--- src/rtl/cpu_pkg.sv ---
// Shared CPU definitions: opcodes, instruction field positions and the fetch FSM encoding.
package cpu_pkg;
  localparam int INSTR_W = 16;

  localparam logic [2:0] OP_NOP  = 3'b000;
  localparam logic [2:0] OP_LW   = 3'b001;
  localparam logic [2:0] OP_SW   = 3'b010;
  localparam logic [2:0] OP_JMP  = 3'b011;
  localparam logic [2:0] OP_ADD  = 3'b100;
  localparam logic [2:0] OP_ADDI = 3'b101;
  localparam logic [2:0] OP_SUB  = 3'b110;

  localparam int OP_HI  = 15;
  localparam int OP_LO  = 13;
  localparam int RS_HI  = 12;
  localparam int RT_HI  = 9;
  localparam int IMM_HI = 6;

  typedef enum logic [1:0] {
    IDLE  = 2'd0,
    REQ   = 2'd1,
    VALID = 2'd2
  } fetch_state_t;
endpackage

--- src/rtl/pc_next.sv ---
// Next-PC select: sequential increment (wrapping) or jump target truncated to PC_W.
module pc_next #(
  parameter int PC_W = 8
) (
  input  logic [PC_W-1:0] pc,
  input  logic            jump,
  input  logic [12:0]     target,
  output logic [PC_W-1:0] nxt
);
  assign nxt = jump ? PC_W'(target) : pc + PC_W'(1);
endmodule

--- src/rtl/instr_fetch.sv ---
// Instruction fetch: PC, req/ack fetch FSM and instruction register with field split.
// Optional INSTR_FETCH_COUNT_EN adds a 16-bit consumed-instruction counter.
module instr_fetch
  import cpu_pkg::*;
#(
  parameter int              PC_W     = 8,
  parameter logic [PC_W-1:0] RESET_PC = '0
) (
  input  logic            clk,
  input  logic            rst_n,
  output logic            imem_req,
  output logic [PC_W-1:0] imem_addr,
  input  logic [15:0]     imem_rdata,
  input  logic            imem_ack,
  input  logic            stall,
  input  logic            Jump,
  output logic            instr_valid,
  output logic [2:0]      op,
  output logic [2:0]      rs,
  output logic [2:0]      rt,
  output logic [6:0]      imm,
  output logic [PC_W-1:0] pc
`ifdef INSTR_FETCH_COUNT_EN
  ,
  output logic [15:0]     fetch_count
`endif
);
  fetch_state_t         state;
  logic [INSTR_W-1:0]   ir;
  logic [PC_W-1:0]      pc_nxt;
  logic                 consume;

  pc_next #(.PC_W(PC_W)) u_pc_next (
    .pc     (pc),
    .jump   (Jump),
    .target (ir[RS_HI:0]),
    .nxt    (pc_nxt)
  );

  assign consume   = (state == VALID) && !stall;
  assign imem_addr = pc;
  assign op        = ir[OP_HI:OP_LO];
  assign rs        = ir[RS_HI -: 3];
  assign rt        = ir[RT_HI -: 3];
  assign imm       = ir[IMM_HI:0];

  // Outputs are registered alongside the state so they change only on state transitions.
  always_ff @(posedge clk or negedge rst_n) begin
    if (!rst_n) begin
      state       <= IDLE;
      pc          <= RESET_PC;
      ir          <= '0;
      imem_req    <= 1'b0;
      instr_valid <= 1'b0;
    end else begin
      case (state)
        IDLE: begin
          imem_req <= 1'b1;
          state    <= REQ;
        end
        REQ: begin
          if (imem_ack) begin
            ir          <= imem_rdata;
            imem_req    <= 1'b0;
            instr_valid <= 1'b1;
            state       <= VALID;
          end
        end
        VALID: begin
          if (consume) begin
            pc          <= pc_nxt;
            instr_valid <= 1'b0;
            imem_req    <= 1'b1;
            state       <= REQ;
          end
        end
        default: begin
          imem_req    <= 1'b0;
          instr_valid <= 1'b0;
          state       <= IDLE;
        end
      endcase
    end
  end

`ifdef INSTR_FETCH_COUNT_EN
  always_ff @(posedge clk or negedge rst_n) begin
    if (!rst_n)       fetch_count <= '0;
    else if (consume) fetch_count <= fetch_count + 16'd1;
  end
`endif
endmodule

--- config.mk ---
export PLATFORM = sky130hd
export DESIGN_NAME = instr_fetch
export DESIGN_NICKNAME = d
export VERILOG_FILES = /design/src/rtl/cpu_pkg.sv /design/src/rtl/pc_next.sv /design/src/rtl/instr_fetch.sv
export SDC_FILE = /design/constraint.sdc
export NUM_CORES = 1
export LEC_CHECK = 0
export BUFFER_PORTS_ARGS = -buffer_cell sky130_fd_sc_hd__buf_4
export CAP_MARGIN = 20
export CORE_ASPECT_RATIO = 1.5
export CORE_MARGIN = 4
export CORE_UTILIZATION = 50
export DETAILED_ROUTE_END_ITERATION = 10
export PLACE_DENSITY = 0.91
export SETUP_SLACK_MARGIN = 0.4
export SLEW_MARGIN = 5
export SYNTH_ARGS = -nofsm -noshare
export SYNTH_HDL_FRONTEND = slang
export SYNTH_HIERARCHICAL = 1
export SYNTH_SLANG_ARGS = --single-unit
export TNS_END_PERCENT = 50
--- constraint.sdc ---
create_clock -name clk -period 2.3 [get_ports clk]
set_clock_uncertainty 0.05 [all_clocks]
set_input_delay 0.69 -clock clk [delete_from_list [all_inputs] [get_ports clk]]
set_output_delay 0.69 -clock clk [all_outputs]
set_load 0.01 [all_outputs]
* Word-level counts from Yosys, hierarchy flattened
Cells that the tools add are included.
Word-level totals: logic and storage cells 28, output and inout bits 34, bits in latches 0, memory bits (writable) 0, memories 0, ROM bits 0, input port bits 21, bits in registers 28
Operators by class: bitwise logic cells 1, equal/unequal tests 4, shifts and indexed selects 0, multipliers 0, divide/modulo/power cells 0, $lt $le $gt $ge 0, add/sub/neg operators 1, reduce and logical (&&, ||, !) cells 7, muxes and demuxes 10
Operators by type and width (number):
- adder 8 x 1 -> 8 bit, second input constant | 1
- 2-to-1 mux 8 bit | 1
- one-hot mux 1 bit (3 select lines) | 2
- one-hot mux 2 bit (3 select lines) | 1
- AND reduction 2 bit | 3
- 2-to-1 mux 1 bit | 4
- 2-to-1 mux 2 bit | 2
- inequality test 2 bit, second input constant | 2
- AND reduction 3 bit | 1
- equality test 2 x 1 -> 1 bit, second input constant | 1
- equality test 2 bit, second input constant | 1
- logical NOT 2 bit | 1
- logical AND 1 bit | 1
- logical NOT 1 bit | 1
- NOT 1 bit | 1

* Depth between registers and ports, before layout
depth in word-level cells 4, gate-level depth with buffers 5, depth with buffers taken out 5

* Hierarchy
Netlist, hierarchy kept.
By module, submodules not included:
- instr_fetch | sequential area each 675.6 sq um, times used 1, cells each 69, area an instance 1124.8 sq um
- pc_next | sequential area each 0.0 sq um, times used 1, cells each 33, area an instance 200.2 sq um

* Worst setup path before layout
OpenSTA, ideal clock, no wires.
path type input to register, start input port stall, end register pc[0] (netlist: imem_addr[0]), arrival time 1.371 ns, setup time 0.125 ns, path buffers 0, stages 2, required time 2.125 ns, setup slack 0.754 ns, cell sequence nor3b_4 mux2_2
Between the ends: word-level cells in the longest chain between the ends 3
RTL lines:
- start, declared | line instr_fetch.sv:15 | input logic stall,
- logical NOT 1 bit | line instr_fetch.sv:40 | assign consume = (state == VALID) && !stall;
- logical AND 1 bit | line instr_fetch.sv:40
- AND reduction 2 bit (no source line)
- end signal, assigned | line instr_fetch.sv:71 | pc <= pc_nxt;
- end, declared | line instr_fetch.sv:22 | output logic [PC_W-1:0] pc
Every way passes these cells. A chain may end at the register's enable or synchronous reset.

==> impl_metrics.prom <==
# TYPE chip_impl_metric gauge
chip_impl_metric{name="synth_area_per_cell",unit="sq um"} 13.0
chip_impl_metric{name="crit_path_max_fanout",unit=""} 7
chip_impl_metric{name="die_y",unit="um"} 71.1
chip_impl_metric{name="antenna_cells_inserted",unit=""} 0
chip_impl_metric{name="number_of_buffer_cells_added_on_primary_ports",unit=""} 54
chip_impl_metric{name="grt_usage",unit="%"} 16.0
chip_impl_info{name="yosys.area.top_type",value="sky130_fd_sc_hd__dfrtp_1"} 1
chip_impl_metric{name="remaining_routing_drc_violations",unit=""} 0
chip_impl_metric{name="synthCells",unit=""} 102
chip_impl_metric{name="power-per-cell-area",unit="nW/um^2"} 1370
chip_impl_metric{name="worst_skew_pair.late_latency",unit="ns"} 0.31
chip_impl_metric{name="detail_routed_via_count_per_cell",unit=""} 5.29
chip_impl_metric{name="initial_antenna_violation_count",unit=""} 0
chip_impl_metric{name="max_clock_freq",unit="MHz"} 555
chip_impl_metric{name="pre_cts_slack",unit="ns"} 0.527
chip_impl_metric{name="worstMarginPinSlew",unit="ns"} 0.405
chip_impl_metric{name="finalWorstSetupSlack",unit="ns"} 0.500
chip_impl_metric{name="post_route_cells_drive_above_1_share",unit="%"} 56.0
chip_impl_metric{name="vias",unit=""} 984
chip_impl_metric{name="globalRoute.totalOverflow",unit=""} 0
chip_impl_metric{name="mappedNetlistArea",unit="sq um"} 1330
chip_impl_metric{name="ys_ff_latch",unit=""} 27
chip_impl_info{name="postSynth.topFlopCell",value="sky130_fd_sc_hd__dfrtp_1"} 1
chip_impl_info{name="hp-class",value="in -> async"} 1
chip_impl_metric{name="max_stage_delay",unit="ns"} 0.56
chip_impl_metric{name="async_flop_share",unit="%"} 100
chip_impl_metric{name="leakage",unit="nW"} 0.849
chip_impl_metric{name="relSlewSlack",unit="%"} 72.9
chip_impl_info{name="timing_startpoint_of_the_critical_path",value="state[0]"} 1
chip_impl_metric{name="post_cts_resize_count",unit=""} 0
chip_impl_metric{name="std_cell_rows",unit=""} 22
chip_impl_info{name="timing.critical_path.cells",value="buf_4"} 1
chip_impl_metric{name="num_cts_buffers",unit=""} 3
chip_impl_info{name="tritoncts",value="yes"} 1
chip_impl_metric{name="top_area_cell_type_share_of_the_netlist_area",unit="%"} 51.0
chip_impl_metric{name="synth_enable_flop_cells",unit=""} 0
chip_impl_metric{name="hold_buffers",unit=""} 0
chip_impl_info{name="timing.critical_path.from_type",value="flip-flop"} 1
chip_impl_metric{name="worst_ir_drop_vdd",unit="mV"} 0.817
chip_impl_metric{name="setup-tns-final",unit="ns"} 0
chip_impl_metric{name="avgRoutedWirePerCell",unit="um"} 14.8
chip_impl_info{name="netlist_top_cells_count",value="sky130_fd_sc_hd__dfrtp_1 (27), sky130_fd_sc_hd__mux2_2 (16), sky130_fd_sc_hd__nand2_1 (10)"} 1
chip_impl_info{name="cp-end-kind",value="primary output"} 1
chip_impl_info{name="dominant_cell_by_count_in_the_synthesized_netlist",value="sky130_fd_sc_hd__dfrtp_1"} 1
chip_impl_metric{name="layout-area-overhead-vs-synth",unit="%"} 30.0
chip_impl_metric{name="final-hold-violation-count",unit=""} 0
chip_impl_metric{name="design.final.nets",unit=""} 173
chip_impl_info{name="timing.setup.critical_path_class",value="reg -> out"} 1
chip_impl_metric{name="worstPathBufferInverterCount",unit=""} 1
chip_impl_metric{name="synth_cell_types",unit=""} 23
chip_impl_metric{name="maxCapViolCount",unit=""} 0
chip_impl_metric{name="timing_max_transition_violations_final",unit=""} 0
chip_impl_info{name="ff_to_ff_start",value="imem_addr[3]"} 1
chip_impl_metric{name="final_antenna_net_count",unit=""} 0
chip_impl_metric{name="drt_iter0_markers",unit=""} 17
chip_impl_metric{name="chip_width",unit="um"} 50.0
chip_impl_metric{name="cts.sink_count",unit=""} 27
chip_impl_metric{name="firstDrtPassIters",unit=""} 4
chip_impl_metric{name="routabilityCongestion",unit=""} 0.768
chip_impl_metric{name="clk_pin_slew_worst_paths",unit="ns"} 0.13
chip_impl_metric{name="synth_warnings",unit=""} 6
chip_impl_metric{name="period_needed",unit="ns"} 1.80
chip_impl_metric{name="io_pins",unit=""} 55
chip_impl_info{name="critPathTopFamily",value="flip-flops"} 1
chip_impl_metric{name="cts_setup_buffers",unit=""} 0
chip_impl_metric{name="timing.critical_path.arrival",unit="ns"} 1.06
chip_impl_metric{name="setup_viol_count_final",unit=""} 0
chip_impl_metric{name="ys_seq_area_share",unit="%"} 51.0
chip_impl_metric{name="grt_max_degree",unit=""} 28
chip_impl_metric{name="dp_hpwl",unit="um"} 2190
chip_impl_metric{name="maximum_clock_path_buffer_count",unit=""} 2
chip_impl_metric{name="grt_pass1_vias",unit=""} 1050
chip_impl_metric{name="finalCritPeriodShare",unit="%"} 78.3
chip_impl_metric{name="grt_first_pass_wirelength",unit="um"} 4520
chip_impl_metric{name="wirelength",unit="um"} 2760
chip_impl_metric{name="floorplan.initialDensity",unit="%"} 52.9
chip_impl_metric{name="die_area",unit="sq um"} 3550
chip_impl_info{name="synth_area_leaders",value="sky130_fd_sc_hd__dfrtp_1 (51%), sky130_fd_sc_hd__mux2_2 (14%), sky130_fd_sc_hd__mux2_4 (10%), sky130_fd_sc_hd__buf_4 (5.1%), sky130_fd_sc_hd__nand2_1 (2.8%)"} 1
chip_impl_metric{name="synth.net_count",unit=""} 124
chip_impl_info{name="outcome",value="completed"} 1
chip_impl_info{name="crit_slowest_cell",value="sky130_fd_sc_hd__dfrtp_1"} 1
chip_impl_metric{name="placeableCoreArea",unit="sq um"} 2500
chip_impl_metric{name="crit_required",unit="ns"} 1.56
chip_impl_metric{name="timing.reg2reg.setup_slack",unit="ns"} 0.69
chip_impl_info{name="clock-root-buffer",value="sky130_fd_sc_hd__clkbuf_4"} 1
chip_impl_info{name="grt_setup_unrepaired",value="no"} 1
chip_impl_metric{name="ctsHtreeMaxLevel",unit=""} 1
-- area by class of cell --
cell class | instances | area (sq um)
Clock buffer | 4 | 26.3
Fill cell | 205 | 782
Inverter | 1 | 3.75
Multi-Input combinational cell | 64 | 567
Sequential cell | 27 | 676
Tap cell | 36 | 45.0
Timing Repair Buffer | 54 | 405
-- cell usage in the layout (no fill, tap or decap), drive strengths merged, types with 2 or more instances in the layout --
cell type  netlist  layout
buf             10      54
clkbuf           0       4
dfrtp           27      27
mux2            25      25
nand2           10      10
nand3            5       5
nor2             2       2
o211ai           2       2
o21ai            6       6
or4              2       2
xor2             2       2
-- cell families after synthesis --
group | share of synthesized area [%]
adder cells (fa/ha/maj) | 0.944
flip-flops | 51.0
multiplexers | 23.8
AO/OA/AOI/OAI | 5.76
AND/OR/NAND/NOR | 10.3
buffers and inverters | 6.23
XOR/XNOR | 1.98
-- power by group --
| group | switching [mW] | total [mW] | internal (mW) |
|---|---|---|---|
| sequential | 0.262 | 0.971 | 0.709 |
| clock | 0.126 | 0.194 | 0.0678 |
| combinational | 0.460 | 1.19 | 0.727 |
| total | 0.848 | 2.35 | 1.50 |
-- layer usage --
metal | part of all wire [%] | track usage (%)
met5 | 0 | 0
met2 | 55 | 31.4
met1 | 37 | 16.9
met3 | 7.1 | 2.32
met4 | 0.80 | 4.31
-- through the flow --
step	hold WS, ns	utilization [%]	instances	total power [mW]	instance area, sq um
after floorplan	0.344	-	102	1.66	1330
after global placement	0.441	67.7	182	2.12	1700
final	0.208	68.8	186	2.35	1720
after global routing	0.209	68.8	186	2.51	1720
after detailed placement	0.448	67.7	182	2.18	1700
after CTS	0.213	68.8	186	2.38	1720
-- path summary, 6_finish.rpt --
path | endpoint | cells past startpoint
max in group asynchronous | ir[6] | 1
setup / recovery | imem_req | 1
hold reg to reg | ir[12] | 1
min in group clk | ir[12] | 1
hold / removal | ir[11] | 1
setup reg to reg | imem_addr[7] | 4
-- sequential cells by signal (all words and copies together), names as in the netlist --
signal and cells:
imem_addr 8, instr_valid 1, ir 16, state 2
Power figures use the tool's default switching activity.
